<file path="src/rtl/pipe_hazard_ctrl_if.sv">
// pipe_hazard_ctrl_if: hazard-unit bundle between the pipeline datapath and
// the stall/redirect sequencer. The slave modport is the sequencer side and
// the master modport is the datapath side.
interface pipe_hazard_ctrl_if;
  // ID-stage operand information
  logic [4:0]  id_rs;
  logic [4:0]  id_rt;
  logic        id_uses_rs;
  logic        id_uses_rt;
  logic        id_redirect;
  // EXE-stage producer information
  logic        exe_is_load;
  logic        exe_wena;
  logic [4:0]  exe_waddr;
  logic        exe_md_start;
  // Pipeline control outputs
  logic [1:0]  if_pc_sel;
  logic        ifid_en;
  logic        idex_en;
  logic        idex_bubble;
  logic        exmem_en;
  logic        exmem_bubble;
  logic        md_busy;
  logic [31:0] stall_cycles;

  modport master (
    output id_rs, id_rt, id_uses_rs, id_uses_rt, id_redirect,
    output exe_is_load, exe_wena, exe_waddr, exe_md_start,
    input  if_pc_sel, ifid_en, idex_en, idex_bubble,
    input  exmem_en, exmem_bubble, md_busy, stall_cycles
  );

  modport slave (
    input  id_rs, id_rt, id_uses_rs, id_uses_rt, id_redirect,
    input  exe_is_load, exe_wena, exe_waddr, exe_md_start,
    output if_pc_sel, ifid_en, idex_en, idex_bubble,
    output exmem_en, exmem_bubble, md_busy, stall_cycles
  );
endinterface

</file>
<file path="src/rtl/pipe_hazard_ctrl.sv">
// pipe_hazard_ctrl: stall/redirect sequencer for the 5-stage pipeline.
// Chooses the IF PC source, drives pipeline-register enables and bubbles,
// inserts one bubble per load-use hazard and freezes the front end while a
// multi-cycle DIV/DIVU occupies EXE for exactly MD_CYCLES cycles.
// Optional feature: define STALL_PERF_CNT_EN to build the 32-bit stall-cycle
// counter; without it stall_cycles is tied to zero.
module pipe_hazard_ctrl #(
  parameter int MD_CYCLES = 32,
  parameter int CNT_W     = $clog2(MD_CYCLES)
) (
  input  logic               clk,
  input  logic               rst,
  pipe_hazard_ctrl_if.slave  bus
);

  localparam logic [1:0] PC_SEQ    = 2'b00;
  localparam logic [1:0] PC_TARGET = 2'b01;
  localparam logic [1:0] PC_HOLD   = 2'b10;

  typedef enum logic [0:0] {
    ST_RUN     = 1'b0,
    ST_MD_WAIT = 1'b1
  } state_t;

  state_t           r_state;
  logic [CNT_W-1:0] r_cnt;
  logic             r_md_busy;

  logic       w_lu;
  logic       w_run;
  logic       w_freeze;
  logic [1:0] w_if_pc_sel;
  logic       w_ifid_en;
  logic       w_idex_en;
  logic       w_idex_bubble;
  logic       w_exmem_en;
  logic       w_exmem_bubble;

  // Load-use hazard: EXE load writes a nonzero register that ID reads.
  assign w_lu = bus.exe_is_load & bus.exe_wena & (bus.exe_waddr != 5'd0) &
                ((bus.id_uses_rs & (bus.id_rs == bus.exe_waddr)) |
                 (bus.id_uses_rt & (bus.id_rt == bus.exe_waddr)));

  // Reset forces RUN behaviour on the outputs even if the state is MD_WAIT.
  assign w_run    = rst | (r_state == ST_RUN);
  assign w_freeze = ~w_run | bus.exe_md_start;

  // Output decode by priority: divide freeze, load-use bubble, redirect, sequential.
  always_comb begin
    // NOTE: every output gets a default first so no path leaves it unassigned and a latch is never inferred.
    w_if_pc_sel    = PC_SEQ;
    w_ifid_en      = 1'b1;
    w_idex_en      = 1'b1;
    w_idex_bubble  = 1'b0;
    w_exmem_en     = 1'b1;
    w_exmem_bubble = 1'b0;
    if (w_freeze) begin
      w_if_pc_sel    = PC_HOLD;
      w_ifid_en      = 1'b0;
      w_idex_en      = 1'b0;
      w_exmem_bubble = 1'b1;
    end else if (w_lu) begin
      w_if_pc_sel    = PC_HOLD;
      w_ifid_en      = 1'b0;
      w_idex_bubble  = 1'b1;
    end else if (bus.id_redirect) begin
      w_if_pc_sel    = PC_TARGET;
    end
  end

  // RUN/MD_WAIT sequencer with occupancy down-counter and registered busy flag.
  always_ff @(posedge clk) begin
    // NOTE: state registers use non-blocking assignments so all of them update together from pre-edge values.
    if (rst) begin
      r_state   <= ST_RUN;
      r_cnt     <= '0;
      r_md_busy <= 1'b0;
    end else begin
      case (r_state)
        ST_RUN: begin
          if (bus.exe_md_start) begin
            // The start cycle counts as the first of MD_CYCLES, and the
            // cnt==0 cycle is the last MD_WAIT cycle, hence MD_CYCLES-2.
            r_state   <= ST_MD_WAIT;
            r_cnt     <= CNT_W'(MD_CYCLES - 2);
            r_md_busy <= 1'b1;
          end
        end
        ST_MD_WAIT: begin
          if (r_cnt == '0) begin
            r_state   <= ST_RUN;
            r_md_busy <= 1'b0;
          end else begin
            r_cnt <= r_cnt - 1'b1;
          end
        end
        default: begin
          r_state   <= ST_RUN;
          r_md_busy <= 1'b0;
        end
      endcase
    end
  end

`ifdef STALL_PERF_CNT_EN
  logic [31:0] r_stall_cycles;

  // Count every non-reset cycle in which IF holds its PC; wraps naturally.
  always_ff @(posedge clk) begin
    if (rst) begin
      r_stall_cycles <= '0;
    end else if (w_if_pc_sel == PC_HOLD) begin
      r_stall_cycles <= r_stall_cycles + 32'd1;
    end
  end

  assign bus.stall_cycles = r_stall_cycles;
`else
  assign bus.stall_cycles = 32'd0;
`endif

  assign bus.if_pc_sel    = w_if_pc_sel;
  assign bus.ifid_en      = w_ifid_en;
  assign bus.idex_en      = w_idex_en;
  assign bus.idex_bubble  = w_idex_bubble;
  assign bus.exmem_en     = w_exmem_en;
  assign bus.exmem_bubble = w_exmem_bubble;
  assign bus.md_busy      = r_md_busy;

endmodule

</file>
<file path="src/flat_wrapper.sv">
// flat-port wrapper written by rule: the top's interface ports become plain ports
module pipe_hazard_ctrl_flat 
#(
  parameter int MD_CYCLES = 32,
  parameter int CNT_W     = $clog2(MD_CYCLES)
)
  (clk, rst, bus_id_rs, bus_id_rt, bus_id_uses_rs, bus_id_uses_rt, bus_id_redirect, bus_exe_is_load, bus_exe_wena, bus_exe_waddr, bus_exe_md_start, bus_if_pc_sel, bus_ifid_en, bus_idex_en, bus_idex_bubble, bus_exmem_en, bus_exmem_bubble, bus_md_busy, bus_stall_cycles);
  pipe_hazard_ctrl_if bus_i ();
  input  logic clk;
  input  logic rst;
  input wire logic [$bits(bus_i.id_rs)-1:0] bus_id_rs;
  input wire logic [$bits(bus_i.id_rt)-1:0] bus_id_rt;
  input wire logic [$bits(bus_i.id_uses_rs)-1:0] bus_id_uses_rs;
  input wire logic [$bits(bus_i.id_uses_rt)-1:0] bus_id_uses_rt;
  input wire logic [$bits(bus_i.id_redirect)-1:0] bus_id_redirect;
  input wire logic [$bits(bus_i.exe_is_load)-1:0] bus_exe_is_load;
  input wire logic [$bits(bus_i.exe_wena)-1:0] bus_exe_wena;
  input wire logic [$bits(bus_i.exe_waddr)-1:0] bus_exe_waddr;
  input wire logic [$bits(bus_i.exe_md_start)-1:0] bus_exe_md_start;
  output wire logic [$bits(bus_i.if_pc_sel)-1:0] bus_if_pc_sel;
  output wire logic [$bits(bus_i.ifid_en)-1:0] bus_ifid_en;
  output wire logic [$bits(bus_i.idex_en)-1:0] bus_idex_en;
  output wire logic [$bits(bus_i.idex_bubble)-1:0] bus_idex_bubble;
  output wire logic [$bits(bus_i.exmem_en)-1:0] bus_exmem_en;
  output wire logic [$bits(bus_i.exmem_bubble)-1:0] bus_exmem_bubble;
  output wire logic [$bits(bus_i.md_busy)-1:0] bus_md_busy;
  output wire logic [$bits(bus_i.stall_cycles)-1:0] bus_stall_cycles;
  assign bus_i.id_rs = bus_id_rs;
  assign bus_i.id_rt = bus_id_rt;
  assign bus_i.id_uses_rs = bus_id_uses_rs;
  assign bus_i.id_uses_rt = bus_id_uses_rt;
  assign bus_i.id_redirect = bus_id_redirect;
  assign bus_i.exe_is_load = bus_exe_is_load;
  assign bus_i.exe_wena = bus_exe_wena;
  assign bus_i.exe_waddr = bus_exe_waddr;
  assign bus_i.exe_md_start = bus_exe_md_start;
  assign bus_if_pc_sel = bus_i.if_pc_sel;
  assign bus_ifid_en = bus_i.ifid_en;
  assign bus_idex_en = bus_i.idex_en;
  assign bus_idex_bubble = bus_i.idex_bubble;
  assign bus_exmem_en = bus_i.exmem_en;
  assign bus_exmem_bubble = bus_i.exmem_bubble;
  assign bus_md_busy = bus_i.md_busy;
  assign bus_stall_cycles = bus_i.stall_cycles;
  pipe_hazard_ctrl #(.MD_CYCLES(MD_CYCLES), .CNT_W(CNT_W)) u_core (.clk(clk), .rst(rst), .bus(bus_i));
endmodule
</file>
<file path="config.mk">
export PLATFORM = sky130hd
export DESIGN_NAME = pipe_hazard_ctrl_flat
export DESIGN_NICKNAME = d
export VERILOG_FILES = /design/src/rtl/pipe_hazard_ctrl_if.sv /design/src/rtl/pipe_hazard_ctrl.sv /design/src/flat_wrapper.sv
export SDC_FILE = /design/constraint.sdc
export NUM_CORES = 1
export LEC_CHECK = 0
export CORE_UTILIZATION = 34
export CTS_CLUSTER_DIAMETER = 120
export DETAILED_ROUTE_END_ITERATION = 8
export GPL_TIMING_DRIVEN = 0
export PLACE_DENSITY = 0.84
export RECOVER_POWER = 50
export SYNTH_ARGS = -nofsm -noshare
export SYNTH_HDL_FRONTEND = slang
export SYNTH_SLANG_ARGS = --single-unit
export TNS_END_PERCENT = 50
</file>
<file path="constraint.sdc">
create_clock -name clk -period 3.2 [get_ports clk]
set_input_delay 0.64 -clock clk [delete_from_list [all_inputs] [get_ports clk]]
set_output_delay 0.64 -clock clk [all_outputs]
set_load 0.01 [all_outputs]
</file>
==> results of run 1 <==
-- cells in the mapped netlist, drive strengths merged --
cell type  count  area [sq um]
o22ai          1          6.26
nand4bb        1          11.3
ha             1          12.5
xor2           1          8.76
conb           2          7.51
or4b           1          13.8
o22a           1          8.76
o21ai          2          10.0
nor2b          1          6.26
buf           33           248
nand4b         1          8.76
a311oi         1          8.76
o211ai         1          7.51
o211a          1          10.0
mux2i          1          10.0
or4            1          11.3
nor3           2          10.0
dfxtp          7           140
nor2           3          11.3
nand3          1          5.00
xnor2         10          87.6
a21oi          8          40.0
clkbuf         2          7.51
nand4          2          12.5
and3           1          6.26
nand2b         1          6.26
inv            4          15.0
nand2          5          18.8
a21o           1          7.51
-- per-layer routing --
layer  track usage (%)  wire (um)  vias to the layer above
met5                 0          0                        -
met4              5.88         18                        0
met3              4.36        172                        2
met2              30.8        960                       40
met1              12.8        504                      305
li1                  -          -                      382
-- sequential cells by signal, indices dropped and copies added, names as in the netlist --
register / flops
u_core.bus.md_busy: 1
u_core.r_cnt: 5
u_core.r_state: 1
-- power groups by stage --
stage          combinational [W]  sequential, W  clock [W]
3_5_place_dp            0.000158       0.000105          0
2_1_floorplan           0.000105       0.000105          0
6_report                0.000155       0.000103  0.0000813
5_1_grt                 0.000170       0.000104  0.0000894
4_1_cts                 0.000156       0.000103  0.0000860
3_3_place_gp            0.000153       0.000105          0
-- metrics by stage --
| step | cell area [sq um] | cells | util [%] |
|---|---|---|---|
| 5_1_grt | 1210 | 187 | 60.0 |
| 3_5_place_dp | 1190 | 183 | 58.7 |
| 4_1_cts | 1210 | 187 | 59.8 |
| 3_3_place_gp | 1190 | 183 | 58.7 |
| 2_1_floorplan | 873 | 128 | - |
| 6_report | 1210 | 187 | 60.0 |
-- kinds of logic after synthesis --
| group | share of synthesized area [%] |
|---|---|
| AO/OA/AOI/OAI | 13.1 |
| multiplexers | 1.32 |
| adder cells (fa/ha/maj) | 1.65 |
| other | 0.992 |
| XOR/XNOR | 12.7 |
| buffers and inverters | 35.7 |
| AND/OR/NAND/NOR | 16.0 |
| flip-flops | 18.5 |
-- cell usage in the layout (no fill, tap or decap), drive strengths merged, types with 2 or more instances in the layout --
| cell type | count |
|---|---|
| dlymetal6s2s | 3 |
| nor3 | 2 |
| conb | 33 |
| clkbuf | 6 |
| nor2 | 3 |
| inv | 4 |
| xnor2 | 10 |
| nand4 | 2 |
| clkdlybuf4s50 | 21 |
| a21oi | 8 |
| buf | 33 |
| nand2 | 5 |
| dfxtp | 7 |
| o21ai | 2 |
| dlygate4sd2 | 3 |
-- path summary, 6_finish.rpt --
path / end / slack (ns)
hold reg to reg: u_core.bus.md_busy / 0.48
hold / removal: u_core.bus.md_busy / 0.48
setup reg to reg: u_core.r_cnt[0] / 1.54
setup / recovery: bus_ifid_en / 0.29
-- cell type report --
type                       count  area, sq um
fill                         189          808
multi-input combinational     82          459
clock buffer                   4         26.3
sequential                     7          140
timing repair buffer          28          284
inverter                       4         15.0
buffer                        35          255
tap                           27         33.8
-- what timing repair did --
action	CTS	global route
hold buffers	0	0
hold endpoints to repair	0	0
setup endpoints to repair	2	3
resized for setup	3	3
pin swaps	0	1
-- worst max-delay path: cells and delay by family --
kind	cells	cell delay, ns
AO/OA/AOI/OAI	2	0.37
buffers and inverters	2	0.75
AND/OR/NAND/NOR	1	0.51
==> flow_summary.json, run 1 <==
{
  "drc_errors": 0,
  "rsz0062_at_grt": "false",
  "grt_max_degree": 10,
  "wirelength_um": 1660,
  "grt-ovfl-total": 0,
  "critical_path.startpoint": "bus_exe_waddr[2]",
  "power.switching_w": 0.000108,
  "via_per_inst": 3.90,
  "hold_start": "u_core.bus.md_busy",
  "synthToLayoutAreaGrowth_pct": 60.3,
  "timing.fmax_mhz": 344,
  "clk_pin_slew_worst_paths_ns": 0.06,
  "cts_sinks": 7,
  "ios": 63,
  "num_vias": 729,
  "max_stage_delay_ns": 0.51,
  "hpwl_um": 1480,
  "place_ws_ns": -0.0657,
  "wl_per_cell_um": 8.85,
  "clock_latency_ns": 0.25,
  "num_rows": 16,
  "ir_drop_mv": 0.165,
  "clockBufferDepth": 2,
  "path_max_fanout": 3,
  "r2r_cells": 6,
  "nets": 185,
  "worstSetupStartpointType": "primary input",
  "cts_root_buf": "clkbuf_4",
  "pwr_density_cell_mw_per_mm2": 279,
  "post_cts_buffers": 0,
  "gp_congestion": 0.728,
  "p_leak_nw": 0.643,
  "first_pass_iters": 4,
  "diodes": 0,
  "numCtsBuffers": 3,
  "min_path_type": "reg2reg",
  "grt_pass1_wl_um": 2740,
  "antenna_found_initial": 0,
  "outcome": "completed",
  "seqPwrFrac_pct": 30.4,
  "finalSetupViolCount": 0,
  "comb_power_share_pct": 45.6,
  "worstPathRequired_ns": 2.56,
  "reg2reg_from": "u_core.r_cnt[0]",
  "path_class": "in2out",
  "yosysSeqAreaShare_pct": 18.5,
  "fin_tns_setup_ns": 0,
  "htree_levels": 1,
  "power.internal_w": 0.000231,
  "finalCritPeriodShare_pct": 90.9,
  "power_w": 0.000339,
  "whs_ns": 0.482,
  "grt_pass1_vias": 658,
  "postRouteAntennaNets": 0,
  "ys_types": 29,
  "p_clk_share_pct": 24.0,
  "syn_avg_cell_area_sq_um": 7.80,
  "die_w_um": 49.2,
  "grt_usage_pct": 14.9,
  "syn_inst": 97,
  "ys_ff_latch": 7,
  "drv_slew": 0,
  "cp_cell_sequence": "clkdlybuf4s50_1, or4_4, o211a_1, a21oi_1, dlygate4sd2_1",
  "portBuffers": 28,
  "die_area_sq_mm": 0.00242,
  "netlist_area_sq_um": 757,
  "hold_viol": 0,
  "initial_utilization_pct": 37.4,
  "layout-drive-gt1-share_pct": 23.1,
  "slowest_stage": "or4_4",
  "coreArea_sq_mm": 0.00202,
  "fin_skew_ns": 0.00574,
  "crit_arrival_ns": 2.27,
  "final.setup.worst_slack_ns": 0.291,
  "drv_cap": 0,
  "hold_path_depth": 2,
  "worst_setup_path_end_kind": "output port",
  "ys_warn_count": 0,
  "drt_iter0_drc": 8,
  "cts_tree": "yes",
  "post-route-min-period_ns": 2.91,
  "swShare_pct": 31.9,
  "die_h_um": 49.2
}
Power figures use the tool's default switching activity.
==> run 2, diff against run 1 <==
--- a/config.mk
+++ b/config.mk
@@ -5,12 +5,15 @@
 export SDC_FILE = /design/constraint.sdc
 export NUM_CORES = 1
 export LEC_CHECK = 0
+export ABC_CLOCK_PERIOD_IN_PS = 3200
+export CAP_MARGIN = 20
 export CORE_UTILIZATION = 34
 export CTS_CLUSTER_DIAMETER = 120
 export DETAILED_ROUTE_END_ITERATION = 8
 export GPL_TIMING_DRIVEN = 0
 export PLACE_DENSITY = 0.84
 export RECOVER_POWER = 50
+export SKIP_LAST_GASP = 1
 export SYNTH_ARGS = -nofsm -noshare
 export SYNTH_HDL_FRONTEND = slang
 export SYNTH_SLANG_ARGS = --single-unit
==> run 2 against run 1 <==
Effect of this change:
- worst setup slack lost 0.26 ns
- routed wire length shrank 1.1%
- critical path depth stayed put
- count of clock-buffer cells in the layout unchanged
- critical endpoint is now bus_if_pc_sel[1]
- hold slack stayed put
- sequential power hardly changed
- register-to-register slack about the same
- non-clock buffer count stayed put
- largest cell class unchanged
- sequential share of layout area about the same
- utilization is 0.12 points lower
- clock power is essentially flat
==> flow_summary.json, run 2 (synthesis results as in run 1) <==
{
  "clock_latency_ns": 0.25,
  "numCtsBuffers": 3,
  "drv_slew": 0,
  "grt_max_degree": 10,
  "fill_cells": 189,
  "cts_sinks": 7,
  "die_w_um": 49.2,
  "grt_usage_pct": 14.9,
  "r2r_cells": 6,
  "finalSetupViolCount": 0,
  "cp_num_buf_inv": 2,
  "cp.depth": 5,
  "worstPathRequired_ns": 2.56,
  "worst_setup_path_end_kind": "output port",
  "diodes": 0,
  "outcome": "completed",
  "finalNonFillerCells": 187,
  "largest_reg_flops": 5,
  "portBuffers": 28,
  "rsz0062_at_grt": "true",
  "first_pass_iters": 4,
  "die_h_um": 49.2,
  "postCtsHoldBufs": 0,
  "dp_cells": 183,
  "grt_pass1_vias": 658,
  "min_path_type": "reg2reg",
  "postRouteAntennaNets": 0,
  "antenna_found_initial": 0,
  "top_register": "u_core.r_cnt",
  "worstSetupStartpointType": "primary input",
  "synthToLayoutAreaGrowth_pct": 60.0,
  "max_stage_delay_ns": 0.57,
  "via_per_inst": 3.91,
  "path_max_fanout": 3,
  "clockBufferDepth": 2,
  "die_area_sq_mm": 0.00242,
  "hold_viol": 0,
  "hpwl_um": 1480,
  "seqCellArea_sq_um": 140,
  "whs_ns": 0.482,
  "fin_tns_setup_ns": 0,
  "wl_per_cell_um": 8.75,
  "post_cts_buffers": 0,
  "path_common_cell": "clkdlybuf4s50_1",
  "initial_utilization_pct": 37.4,
  "grt-ovfl-total": 0,
  "timing.fmax_mhz": 316,
  "drv_cap": 0,
  "mostFrequentLayoutCells": "33 x buf_4, 33 x conb_1, 25 x clkdlybuf4s50_1",
  "p_leak_nw": 0.614,
  "ir_drop_mv": 0.165,
  "layout-drive-gt1-share_pct": 23.1,
  "post-route-min-period_ns": 3.17,
  "drc_errors": 0,
  "crit_arrival_ns": 2.53,
  "pwr_density_cell_mw_per_mm2": 281,
  "grt_pass1_wl_um": 2740,
  "finalCritPeriodShare_pct": 99.0,
  "fin_skew_ns": 0.00583,
  "ios": 63,
  "hold_path_depth": 2,
  "cp_cell_sequence": "clkdlybuf4s50_1, or4_4, o211ai_1, o21ai_0, clkdlybuf4s50_1",
  "gp_congestion": 0.728,
  "cts_root_buf": "clkbuf_4",
  "drt_iter0_drc": 8,
  "wirelength_um": 1640,
  "htree_levels": 1,
  "multiInputGateArea_sq_um": 459,
  "num_vias": 731,
  "path_class": "in2out",
  "cp_top_family": "buffers and inverters",
  "num_rows": 16,
  "clk_pin_slew_worst_paths_ns": 0.06,
  "nets": 185,
  "coreArea_sq_mm": 0.00202,
  "slowest_stage": "or4_4",
  "cts_tree": "yes"
}
==> run 2: timing repair <==
item / 4_1_cts / 5_1_grt
gates resized for setup: 1 / 1
endpoints found under the hold margin: 0 / 0
setup endpoints to repair: 2 / 3
cloned: 0 / 0
==> run 2: per-stage QoR <==
step / util [%] / area, sq um / total power (W) / setup slack (ns)
after global placement: 58.7 / 1190 / 0.000257 / -0.0423
after CTS: 60.0 / 1210 / 0.000347 / -0.0581
after detailed placement: 58.7 / 1190 / 0.000263 / -0.0657
after global routing: 59.9 / 1210 / 0.000365 / -0.0649
final: 59.9 / 1210 / 0.000340 / 0.0305
after floorplan: - / 873 / 0.000209 / 0.948
==> run 2: where the power goes <==
group | switching [W] | internal, W
clock network | 0.0000336 | 0.0000476
logic | 0.0000687 | 0.0000870
registers | 0.00000578 | 0.0000974
==> run 2: layer usage <==
metal / GRT usage [%] / vias to the layer above / share of wire [%]
li1: - / 383 / -
met1: 12.8 / 306 / 31
met2: 30.8 / 40 / 58
met3: 4.36 / 2 / 11
met4: 5.88 / 0 / 1.1
met5: 0 / - / 0
==> run 2: cell type report <==
type | count | area share [%]
multi-input cells | 82 | 37.9
clock buffers | 4 | 2.17
flip-flops and latches | 7 | 11.6
well taps | 27 | 2.79
repair buffers | 28 | 23.2
inverters | 4 | 1.24
plain buffers | 35 | 21.1
==> run 2: worst min-delay path: stages (launching register included) <==
cell	delay [ns]
dfxtp_1	0.30
o21ai_0	0.07
a21oi_1	0.06
==> run 2: path summary, 6_finish.rpt <==
kind,startpoint,end,slack [ns]
max,bus_exe_waddr[0],bus_if_pc_sel[1],0.03
min,u_core.bus.md_busy,u_core.bus.md_busy,0.48
max reg2reg,u_core.r_cnt[0],u_core.r_cnt[0],1.54
min reg2reg,u_core.bus.md_busy,u_core.bus.md_busy,0.48
==> run 3, diff against run 2 <==
--- a/config.mk
+++ b/config.mk
@@ -14,6 +14,7 @@
 export PLACE_DENSITY = 0.84
 export RECOVER_POWER = 50
 export SKIP_LAST_GASP = 1
+export SLEW_MARGIN = 30
 export SYNTH_ARGS = -nofsm -noshare
 export SYNTH_HDL_FRONTEND = slang
 export SYNTH_SLANG_ARGS = --single-unit
==> results of run 3 <==
Same layout as run 2: the final DEF is identical, and so are final timing and power.
==> patch: new RTL, settings of run 2 <==
`MD_CYCLES` is set to 32 in 2 places; all go to 64.
--- a/src/rtl/pipe_hazard_ctrl.sv
+++ b/src/rtl/pipe_hazard_ctrl.sv
@@ -5,7 +5,7 @@
 // Optional feature: define STALL_PERF_CNT_EN to build the 32-bit stall-cycle
 // counter; without it stall_cycles is tied to zero.
 module pipe_hazard_ctrl #(
-  parameter int MD_CYCLES = 32,
+  parameter int MD_CYCLES = 64,
   parameter int CNT_W     = $clog2(MD_CYCLES)
 ) (
   input  logic               clk,
--- a/src/flat_wrapper.sv
+++ b/src/flat_wrapper.sv
@@ -1,7 +1,7 @@
 // flat-port wrapper written by rule: the top's interface ports become plain ports
 module pipe_hazard_ctrl_flat 
 #(
-  parameter int MD_CYCLES = 32,
+  parameter int MD_CYCLES = 64,
   parameter int CNT_W     = $clog2(MD_CYCLES)
 )
   (clk, rst, bus_id_rs, bus_id_rt, bus_id_uses_rs, bus_id_uses_rt, bus_id_redirect, bus_exe_is_load, bus_exe_wena, bus_exe_waddr, bus_exe_md_start, bus_if_pc_sel, bus_ifid_en, bus_idex_en, bus_idex_bubble, bus_exmem_en, bus_exmem_bubble, bus_md_busy, bus_stall_cycles);
Behaviour: no difference found for any inputs over 10 cycles, from zero or initial values and one cycle with rst high; that may be too few to reach the edited logic, so the function may still have changed.
==> patch against run 2 <==
- first-iteration DRC count shrank 38%
- area after synthesis grew 11%
- setup slack gained 0.035 ns
- routed wire length grew 9.2%
- maximum frequency grew 1.1%
- total power grew 6.5%
- non-clock buffer count shrank 1
- final area grew 6.5%
- sequential share of layout area grew 0.84 points
- sequential cell count grew 1
==> patch: results (changes against run 2) <==
The count of warnings emitted by yosys is 0 (unchanged). The leakage power of the design is 0.643 nW (+4.6%). The number of vias after detailed routing is 820 (+12%).

The TritonCTS buffer count came out at 3 (unchanged). The antenna cell count came out at 0 (unchanged). The tree is rooted in a sky130_fd_sc_hd__clkbuf_4. The met2 capacity usage during global routing is 0.268 (-0.0398). The post-route worst hold slack is 0.495 ns (+0.0133 ns). The switching part of the total power is 0.326 (+0.00834). The number of placed instances with taps included is 194 (+6.0%). The cell count of the worst hold path is 2 (unchanged). The critical register-to-register path startpoint is u_core.r_cnt[1]. The number of distinct standard cells referenced by the synthesized netlist came out at 30 (+3.4%). The worst clock skew is 0.00247 ns (-0.00336 ns). The share of cells above drive strength 1 is 0.219 (-0.0123). The number of port buffers came out at 28 (unchanged). The reg2reg setup slack is 1.43 ns (-0.11 ns). By count the netlist is led by sky130_fd_sc_hd__buf_4, sky130_fd_sc_hd__a21oi_1, sky130_fd_sc_hd__xnor2_1. The slowest stage of the critical path belongs to the cell sky130_fd_sc_hd__clkdlybuf4s50_1. The global routing usage on met3 came out at 0.0585 (+0.0149). The number of design-rule violations left by the first detailed-router iteration came out at 5 (-3). The portion of the post-synthesis area used by sequential elements came out at 0.190 (+0.00535). The number of flip-flops in the largest register came out at 6 (+1).

The number of nets in the layout is 196 (+5.9%). The global routing usage on met1 is 0.121 (-0.00674). The total half-perimeter wirelength after legalization and detailed placement is 1560 um (+5.6%).

The via count of the first global-routing pass is 719 (+9.3%). The all-layer global routing usage came out at 0.135 (-0.0134). The average routed wire per standard cell is 9.08 um (+3.7%). The maximum fanout encountered on the critical timing path came out at 4 (+1). The cell count after synthesis came out at 107 (+10%). The flow ran to the end, and the final reports show no timing, DRC or antenna violations.

The setup slack after placement came to -0.0773 ns (-0.0116 ns). The number of iterations in the first detailed-routing pass is 2 (-2). In the synthesized netlist the dominant register cell turns out to be sky130_fd_sc_hd__dfxtp_1. Yosys attributes the largest share of cell area to sky130_fd_sc_hd__buf_4, sky130_fd_sc_hd__dfxtp_1, sky130_fd_sc_hd__xnor2_1. Relative to the synthesized area, the layout overhead comes to 53.4%. The arrival time at the worst endpoint is 2.49 ns (-0.04 ns). The path with the worst hold slack has its endpoint at u_core.bus.md_busy. The global-route wire length before repair came out at 2730 um (-0.26%). The weighted congestion reported at the end of routability-driven placement is 0.764 (+4.9%). The largest net degree at the start of global routing came out at 10 (unchanged).

The maximum root-to-sink buffer count is 2 (unchanged). The worst supply voltage drop on vdd came out at 170 uV (+3.2%). In this run the critical register-to-register path is captured at u_core.r_cnt[1]. The mean number of vias per cell is 4.16 (+6.5%). The largest single stage delay on the critical path is 0.58 ns.
patch: layout make-up:
cell class              count  area, um2
plain buffers              34        251
clock buffers               3       22.5
fillers                   205        986
inverters                   6       22.5
multi-input cells          90        517
flip-flops and latches      8        160
well taps                  28       35.0
repair buffers             28        282
patch: power groups by stage:
stage | combinational (mW) | sequential (mW) | clock (mW)
after floorplan | 0.109 | 0.122 | 0
after global placement | 0.157 | 0.123 | 0
after detailed placement | 0.163 | 0.124 | 0
after CTS | 0.163 | 0.122 | 0.0809
after global routing | 0.177 | 0.123 | 0.0863
final | 0.162 | 0.121 | 0.0787
patch: worst max path at each step:
stage / startpoint / end / slack [ns]
floorplan: bus_exe_waddr[0] / bus_if_pc_sel[0] / 0.93
detailed placement: bus_exe_waddr[0] / bus_ifid_en / -0.08
global route: bus_exe_waddr[1] / bus_idex_bubble / -0.01
global placement: bus_exe_waddr[0] / bus_ifid_en / -0.11
finish: bus_exe_waddr[1] / bus_idex_bubble / 0.07
CTS: bus_exe_waddr[0] / bus_if_pc_sel[0] / -0.06
patch: logic make-up (layout without fill, tap and decap cells):
group | Yosys count | in the layout | synth area share
buffers and inverters | 40 | 71 | 0.326
AND/OR/NAND/NOR | 22 | 22 | 0.155
AO/OA/AOI/OAI | 20 | 20 | 0.150
XOR/XNOR | 10 | 10 | 0.104
flip-flops | 8 | 8 | 0.190
multiplexers | 3 | 3 | 0.0357
adder cells (fa/ha/maj) | 2 | 2 | 0.0298
other | 2 | 33 | 0.00893
patch: critical path, delay by kind of cell:
family | cells | cell delay (ns)
compound gates | 1 | 0.24
buf+inv | 2 | 1.14
simple gates | 2 | 0.33
xor+xnor | 1 | 0.14
patch: what timing repair did:
| action | 4_1_cts | 5_1_grt |
|---|---|---|
| endpoints found under the setup margin | 2 | 2 |
| resized for setup | 1 | 1 |
| gates cloned | 0 | 0 |
patch: metal layers:
layer	part of all wire	vias up
li1	-	424
met1	0.36	353
met2	0.52	41
met3	0.11	2
met4	0.0073	0
met5	0	-
patch: metrics by stage:
stage | cell area [um2] | TNS (ns)
final | 1290 | 0
after global routing | 1290 | -0.0122
after CTS | 1290 | -0.0643
after detailed placement | 1270 | -0.131
after global placement | 1270 | -0.178
after floorplan | 957 | 0
